## src/rtl/io_request_encoder_pkg.sv

```systemverilog
// Shared widths, address constants, FSM states and helpers for the I/O request encoder.
package io_request_encoder_pkg;

    localparam int unsigned N_DEV  = 17;
    localparam int unsigned ADDR_W = 16;
    localparam int unsigned IDX_W  = 5;

    // Last decoded I/O slot; the RAM window starts right after it.
    localparam logic [ADDR_W-1:0] IO_LAST_ADDR = 16'h0010;
    localparam logic [ADDR_W-1:0] RAM_BASE     = 16'h0011;

    typedef enum logic [1:0] {
        IDLE = 2'd0,
        BUSY = 2'd1,
        GAP  = 2'd2
    } state_e;

    // Successor of a device index, wrapping from the last I/O slot back to 0.
    function automatic logic [IDX_W-1:0] next_idx(input logic [IDX_W-1:0] idx);
        logic [IDX_W-1:0] nxt;
        if (idx == IO_LAST_ADDR[IDX_W-1:0]) begin
            nxt = '0;
        end else begin
            nxt = idx + IDX_W'(1);
        end
        return nxt;
    endfunction

endpackage

```

## src/rtl/io_request_encoder_if.sv

```systemverilog
// Request/grant bus between the I/O slots, the CPU and the encoder.
interface io_request_encoder_if;
    import io_request_encoder_pkg::*;

    logic [N_DEV-1:0]  REQ;
    logic              ACK;
    logic              OVR_CLR;
    logic [ADDR_W-1:0] ADDR;
    logic              VALID;
    logic [N_DEV-1:0]  PENDING;
    logic              OVERRUN;

    // Requesters and CPU side.
    modport master (
        output REQ, ACK, OVR_CLR,
        input  ADDR, VALID, PENDING, OVERRUN
    );

    // Encoder side.
    modport slave (
        input  REQ, ACK, OVR_CLR,
        output ADDR, VALID, PENDING, OVERRUN
    );

endinterface

```

## src/rtl/io_request_encoder_rr_arbiter.sv

```systemverilog
// Combinational round-robin pick over the pending vector, starting at ptr.
module rr_arbiter
    import io_request_encoder_pkg::*;
(
    input  logic [N_DEV-1:0] pending,
    input  logic [IDX_W-1:0] ptr,
    output logic [IDX_W-1:0] idx_c,
    output logic             any_c
);

    localparam int unsigned SUM_W = IDX_W + 1;

    // Walk all slots from ptr upward modulo N_DEV; the first set bit wins.
    always_comb begin
        logic [SUM_W-1:0] pos;
        pos   = '0;
        idx_c = '0;
        any_c = 1'b0;
        for (int unsigned k = 0; k < N_DEV; k++) begin
            pos = SUM_W'(ptr) + SUM_W'(k);
            if (pos >= SUM_W'(N_DEV)) begin
                pos = pos - SUM_W'(N_DEV);
            end
            if (!any_c && pending[pos[IDX_W-1:0]]) begin
                any_c = 1'b1;
                idx_c = pos[IDX_W-1:0];
            end
        end
    end

endmodule

```

## src/rtl/io_request_encoder.sv

```systemverilog
// Collects I/O device requests, arbitrates round-robin and presents the
// winner as a zero-extended bus address with a valid/ack handshake.
module io_request_encoder
    import io_request_encoder_pkg::*;
(
    input  logic                 CLK,
    input  logic                 RST_N,
    io_request_encoder_if.slave  bus
);

    state_e           state_q;
    logic [IDX_W-1:0] idx_q;
    logic [IDX_W-1:0] ptr_q;
    logic             valid_q;
    logic             overrun_q;
    logic [N_DEV-1:0] pending_q;

    logic [IDX_W-1:0] win_idx;
    logic             win_any;
    logic             ack_clr;
    logic [N_DEV-1:0] clr_mask;
    logic [N_DEV-1:0] pending_nxt;
    logic [N_DEV-1:0] ovr_hits;

    rr_arbiter u_arb (
        .pending (pending_q),
        .ptr     (ptr_q),
        .idx_c   (win_idx),
        .any_c   (win_any)
    );

    // ACK only retires a grant while one is being presented.
    assign ack_clr  = (state_q == BUSY) && bus.ACK;
    assign clr_mask = ack_clr ? (N_DEV'(1) << idx_q) : '0;

    // A fresh request on the bit being retired keeps it pending.
    assign pending_nxt = (pending_q & ~clr_mask) | bus.REQ;

    // Re-request of a bit that is still owed service and not retiring now.
    assign ovr_hits = bus.REQ & pending_q & ~clr_mask;

    // Pending vector, sticky overrun and the grant FSM.
    always_ff @(posedge CLK or negedge RST_N) begin
        if (!RST_N) begin
            state_q   <= IDLE;
            idx_q     <= '0;
            ptr_q     <= '0;
            valid_q   <= 1'b0;
            overrun_q <= 1'b0;
            pending_q <= '0;
        end else begin
            pending_q <= pending_nxt;

            if (|ovr_hits) begin
                overrun_q <= 1'b1;
            end else if (bus.OVR_CLR) begin
                overrun_q <= 1'b0;
            end

            case (state_q)
                IDLE: begin
                    if (win_any) begin
                        idx_q   <= win_idx;
                        valid_q <= 1'b1;
                        state_q <= BUSY;
                    end
                end
                BUSY: begin
                    if (bus.ACK) begin
                        ptr_q   <= next_idx(idx_q);
                        valid_q <= 1'b0;
                        state_q <= GAP;
                    end
                end
                GAP: begin
                    state_q <= IDLE;
                end
                default: begin
                    valid_q <= 1'b0;
                    state_q <= IDLE;
                end
            endcase
        end
    end

    assign bus.ADDR    = ADDR_W'(idx_q);
    assign bus.VALID   = valid_q;
    assign bus.PENDING = pending_q;
    assign bus.OVERRUN = overrun_q;

endmodule

```

## src/flat_wrapper.sv

```systemverilog
// flat-port wrapper written by rule: the top's interface ports become plain ports
module io_request_encoder_flat import io_request_encoder_pkg::*;
  (CLK, RST_N, bus_REQ, bus_ACK, bus_OVR_CLR, bus_ADDR, bus_VALID, bus_PENDING, bus_OVERRUN);
  io_request_encoder_if bus_i ();
  input  logic CLK;
  input  logic RST_N;
  input wire logic [$bits(bus_i.REQ)-1:0] bus_REQ;
  input wire logic [$bits(bus_i.ACK)-1:0] bus_ACK;
  input wire logic [$bits(bus_i.OVR_CLR)-1:0] bus_OVR_CLR;
  output wire logic [$bits(bus_i.ADDR)-1:0] bus_ADDR;
  output wire logic [$bits(bus_i.VALID)-1:0] bus_VALID;
  output wire logic [$bits(bus_i.PENDING)-1:0] bus_PENDING;
  output wire logic [$bits(bus_i.OVERRUN)-1:0] bus_OVERRUN;
  assign bus_i.REQ = bus_REQ;
  assign bus_i.ACK = bus_ACK;
  assign bus_i.OVR_CLR = bus_OVR_CLR;
  assign bus_ADDR = bus_i.ADDR;
  assign bus_VALID = bus_i.VALID;
  assign bus_PENDING = bus_i.PENDING;
  assign bus_OVERRUN = bus_i.OVERRUN;
  io_request_encoder u_core (.CLK(CLK), .RST_N(RST_N), .bus(bus_i));
endmodule
```

## config.mk

```make
export PLATFORM = sky130hd
export DESIGN_NAME = io_request_encoder_flat
export DESIGN_NICKNAME = d
export VERILOG_FILES = /design/src/rtl/io_request_encoder_pkg.sv /design/src/rtl/io_request_encoder_if.sv /design/src/rtl/io_request_encoder_rr_arbiter.sv /design/src/rtl/io_request_encoder.sv /design/src/flat_wrapper.sv
export SDC_FILE = /design/constraint.sdc
export NUM_CORES = 1
export LEC_CHECK = 0
export BUFFER_PORTS_ARGS = -buffer_cell sky130_fd_sc_hd__buf_2
export CAP_MARGIN = 15
export CORE_MARGIN = 1
export CORE_UTILIZATION = 35
export CTS_CLUSTER_DIAMETER = 200
export DETAILED_ROUTE_END_ITERATION = 10
export MAX_ROUTING_LAYER = met4
export PLACE_DENSITY = 0.56
export SLEW_MARGIN = 25
export SYNTH_ARGS = -nofsm -noshare
export SYNTH_HDL_FRONTEND = slang
export SYNTH_HIERARCHICAL = 1
export SYNTH_SLANG_ARGS = --single-unit
```

## constraint.sdc

```tcl
create_clock -name CLK -period 15.5 [get_ports CLK]
set_clock_uncertainty 0.05 [all_clocks]
set_input_delay 0 -clock CLK [delete_from_list [all_inputs] [get_ports CLK]]
set_output_delay 0 -clock CLK [all_outputs]
set_load 0.01 [all_outputs]
```

==> results by group <==
Yosys
  • Synthesis Warnings: 6
  • Netlist cell types: 129
  • Syn avg cell area: 7.27 sq um
  • Mapped Cells: 1541
  • Syn Std Cell Area: 11200 sq um
  • Async set-reset flop share out of synthesis: 100%
  • Seq/Total Area, Yosys: 6.93%
  • Main synth FF type: dfrtp_1
  • #FFs+latches synth: 31
  • EDFF count, synth: 0

Clock tree
  • Root Buffer: clkbuf_16
  • Worst-Skew Late Latency: 0.28 ns
  • CTS tree: yes
  • Clk sinks: 31
  • CTS max path bufs: 2
  • Total CTS buffers: 5
  • H-tree Lvls: 2
  • Worst-path clk slew: 0.05 ns
  • Setup Buffers After CTS: 0

Route
  • DR iter-0 viols: 2165
  • DR WL/cell: 31.9 um
  • Drt via density: 7.14
  • Antenna-violating nets left: 0
  • DRT Pass-1 Iters: 6
  • Routed WL: 61.8 mm
  • Vias: 13832
  • DRC Markers: 0

Place
  • Placed cells: 1912
  • PortBufs: 44
  • GPL Wtd Cong: 1.08
  • Hpwl dp: 46.5 mm
  • Placement Cell Area: 11500 sq um

Finish
  • Most frequent cells in the layout: nand2_1 (155), nor2_1 (122), o21ai_0 (88)
  • FF/Latch Area: 783 sq um
  • Non-Filler Instances: 1938
  • Nets: 1588
  • Final Cell Area: 11900 sq um
  • Fillers: 3375
  • Layout cells sized above 1: 14.7%
  • Area occupied by multi-input gates: 9560 sq um
  • Antenna Cells: 0
  • Commonest non-fill, non-tap cell in the layout: nand2_1
  • Area Overhead vs Synth: 6.19%

Global routing
  • First-pass GRT wire length: 89.6 mm
  • Tot GR Track Use: 37.9%
  • Most congested layer reported by global routing: met2
  • Largest net degree at the start of global routing: 50
  • GR Util met2: 56.3%
  • Number of global-route vias before repair: 12764
  • Congestion Overflow GR: 0
  • M3 GR Usage: 6.35%
  • Initial antenna violation count: 0
  • Met1 usage: 49.5%

Timing
  • Fmax: 0.149 GHz
  • Setup TNS: 0 ns
  • Final setup fails: 0
  • Slew Viols, Final: 0
  • Period utilization: 43.3%
  • Min cycle time layout: 6.71 ns
  • RSZ-0062 raised after global routing: false
  • Slew HR: 25.7%
  • Final count of hold timing violations: 0
  • Slew @ Worst Pin: 1.11 ns
  • Hold_ws: 0.0187 ns

Die
  • Row count: 65
  • Core area: 31600 sq um
  • Initial cell density of the core: 35.5%
  • Die area: 32700 sq um
  • # IOs: 56
  • Die Height: 181 um
  • Die W: 181 um

Worst setup path
  • Critical Path Source Type: flop
  • FF-to-FF path depth: 16
  • Arr. time, crit path: 6.83 ns
  • Crit-path max FO: 34
  • Setup crit end kind: flop
  • Critical path class: flop to flop
  • Required time of the critical path: 15.62 ns

Flow run
  • Max-cap violations: 0

Outcome
  • Status: complete, no violations

Hold path
  • Worst hold-check path type: input port to flop
  • Hold Path Depth: 4
==> layer usage <==
layer  up-vias  share of wire, %  wire (um)
li1       5909                 -          -
met1      6680                41      25400
met2      1051                42      26300
met3       192                11       6600
met4         0               5.8       3600
met5         -                 0          0
==> cell usage after synthesis, types with 9 or more instances <==
cell,count,area [sq um]
a31oi_1,26,163
clkbuf_1,44,165
nor2b_1,19,119
nand4_1,18,113
a22oi_1,11,82.6
a221oi_1,10,87.6
or4_1,10,75.1
o2111ai_1,11,96.3
buf_2,34,170
dfrtp_1,31,776
and3_1,19,119
and2_1,20,125
mux2_2,28,315
nor4_1,17,106
o211ai_1,22,165
or3_1,14,87.6
ha_1,32,400
a21o_1,26,195
a32oi_1,14,123
inv_1,36,135
mux2i_1,71,711
o21a_1,9,67.6
nand3_1,67,335
xnor2_1,43,377
o21ai_0,88,440
o31ai_1,14,105
nand2b_1,26,163
o221ai_1,13,114
mux4_2,15,338
buf_6,16,180
nor2_1,122,458
nor3_1,38,190
a211oi_1,34,255
nand2_1,155,582
o22ai_1,23,144
a2111oi_0,11,96.3
buf_4,27,203
a21oi_1,87,435
==> worst max-delay path: stages (launching register included) <==
cell	delay, ns
dfrtp_2	0.56
clkinv_1	0.59
ha_2	0.96
buf_4	0.56
nor2b_1	0.12
buf_4	0.21
nand2_1	0.11
o311ai_4	0.26
a2111oi_1	0.77
o31ai_1	0.22
a31oi_1	0.56
nor4_2	0.21
a22o_1	0.27
or4b_1	0.51
o21ai_0	0.21
o21ai_1	0.12
mux2_2	0.27
==> kinds of logic after synthesis <==
| family | Yosys count | synth area share, % |
|---|---|---|
| simple gates | 593 | 27.9 |
| compound gates | 543 | 36.0 |
| buf+inv | 167 | 8.06 |
| mux | 115 | 12.3 |
| xor+xnor | 59 | 5.15 |
| fa+ha+maj | 32 | 3.58 |
| flops | 31 | 6.93 |
| other cells | 1 | 0.0335 |
==> area by class of cell <==
cell class,count,share of cell area [%]
sequential,31,6.59
tap,402,4.23
clock inverter,2,0.295
multi-input combinational,1353,80.4
clock buffer,6,1.17
timing repair buffer,105,6.08
inverter,39,1.23
==> final timing paths <==
| check | from | endpoint | slack, ns |
|---|---|---|---|
| worst max-delay path | u_core/ptr_q[1]$_DFFE_PN0N_ | u_core/idx_q[3]$_DFFE_PN0P_ | 8.79 |
| worst min-delay path | bus_ACK | u_core/state_q[0]$_DFFE_PN0P_ | 0.02 |
| worst max register to register | u_core/ptr_q[1]$_DFFE_PN0N_ | u_core/idx_q[3]$_DFFE_PN0P_ | 8.79 |
| worst min register to register | u_core/state_q[1]$_DFFE_PN0P_ | u_core/state_q[0]$_DFFE_PN0P_ | 0.47 |
| max in group asynchronous | RST_N | u_core/ptr_q[0]$_DFFE_PN0N_ | 14.60 |
| min in group asynchronous | RST_N | u_core/bus.PENDING[3]$_DFF_PN0_ | 0.26 |
==> sequential cells by signal (all words and copies together) (netlist names) <==
register            cells
u_core/bus.OVERRUN      1
u_core/bus.PENDING     17
u_core/bus.VALID        1
u_core/idx_q            5
u_core/ptr_q            5
u_core/state_q          2
==> through the flow <==
stage	utilization [%]	setup WS [ns]
floorplan	-	10.16
global placement	36.6	8.75
detailed placement	36.6	9.05
CTS	37.7	9.01
global route	37.7	8.46
finish	37.7	8.79
==> timing repair <==
action,4_1_cts,5_1_grt
hold buffers,18,0
resized for setup,0,0
endpoints found under the hold margin,48,0
Power is left out: the tool's default activity adds up to more than one toggle a clock period on the data nets, which glitch-free logic cannot reach.
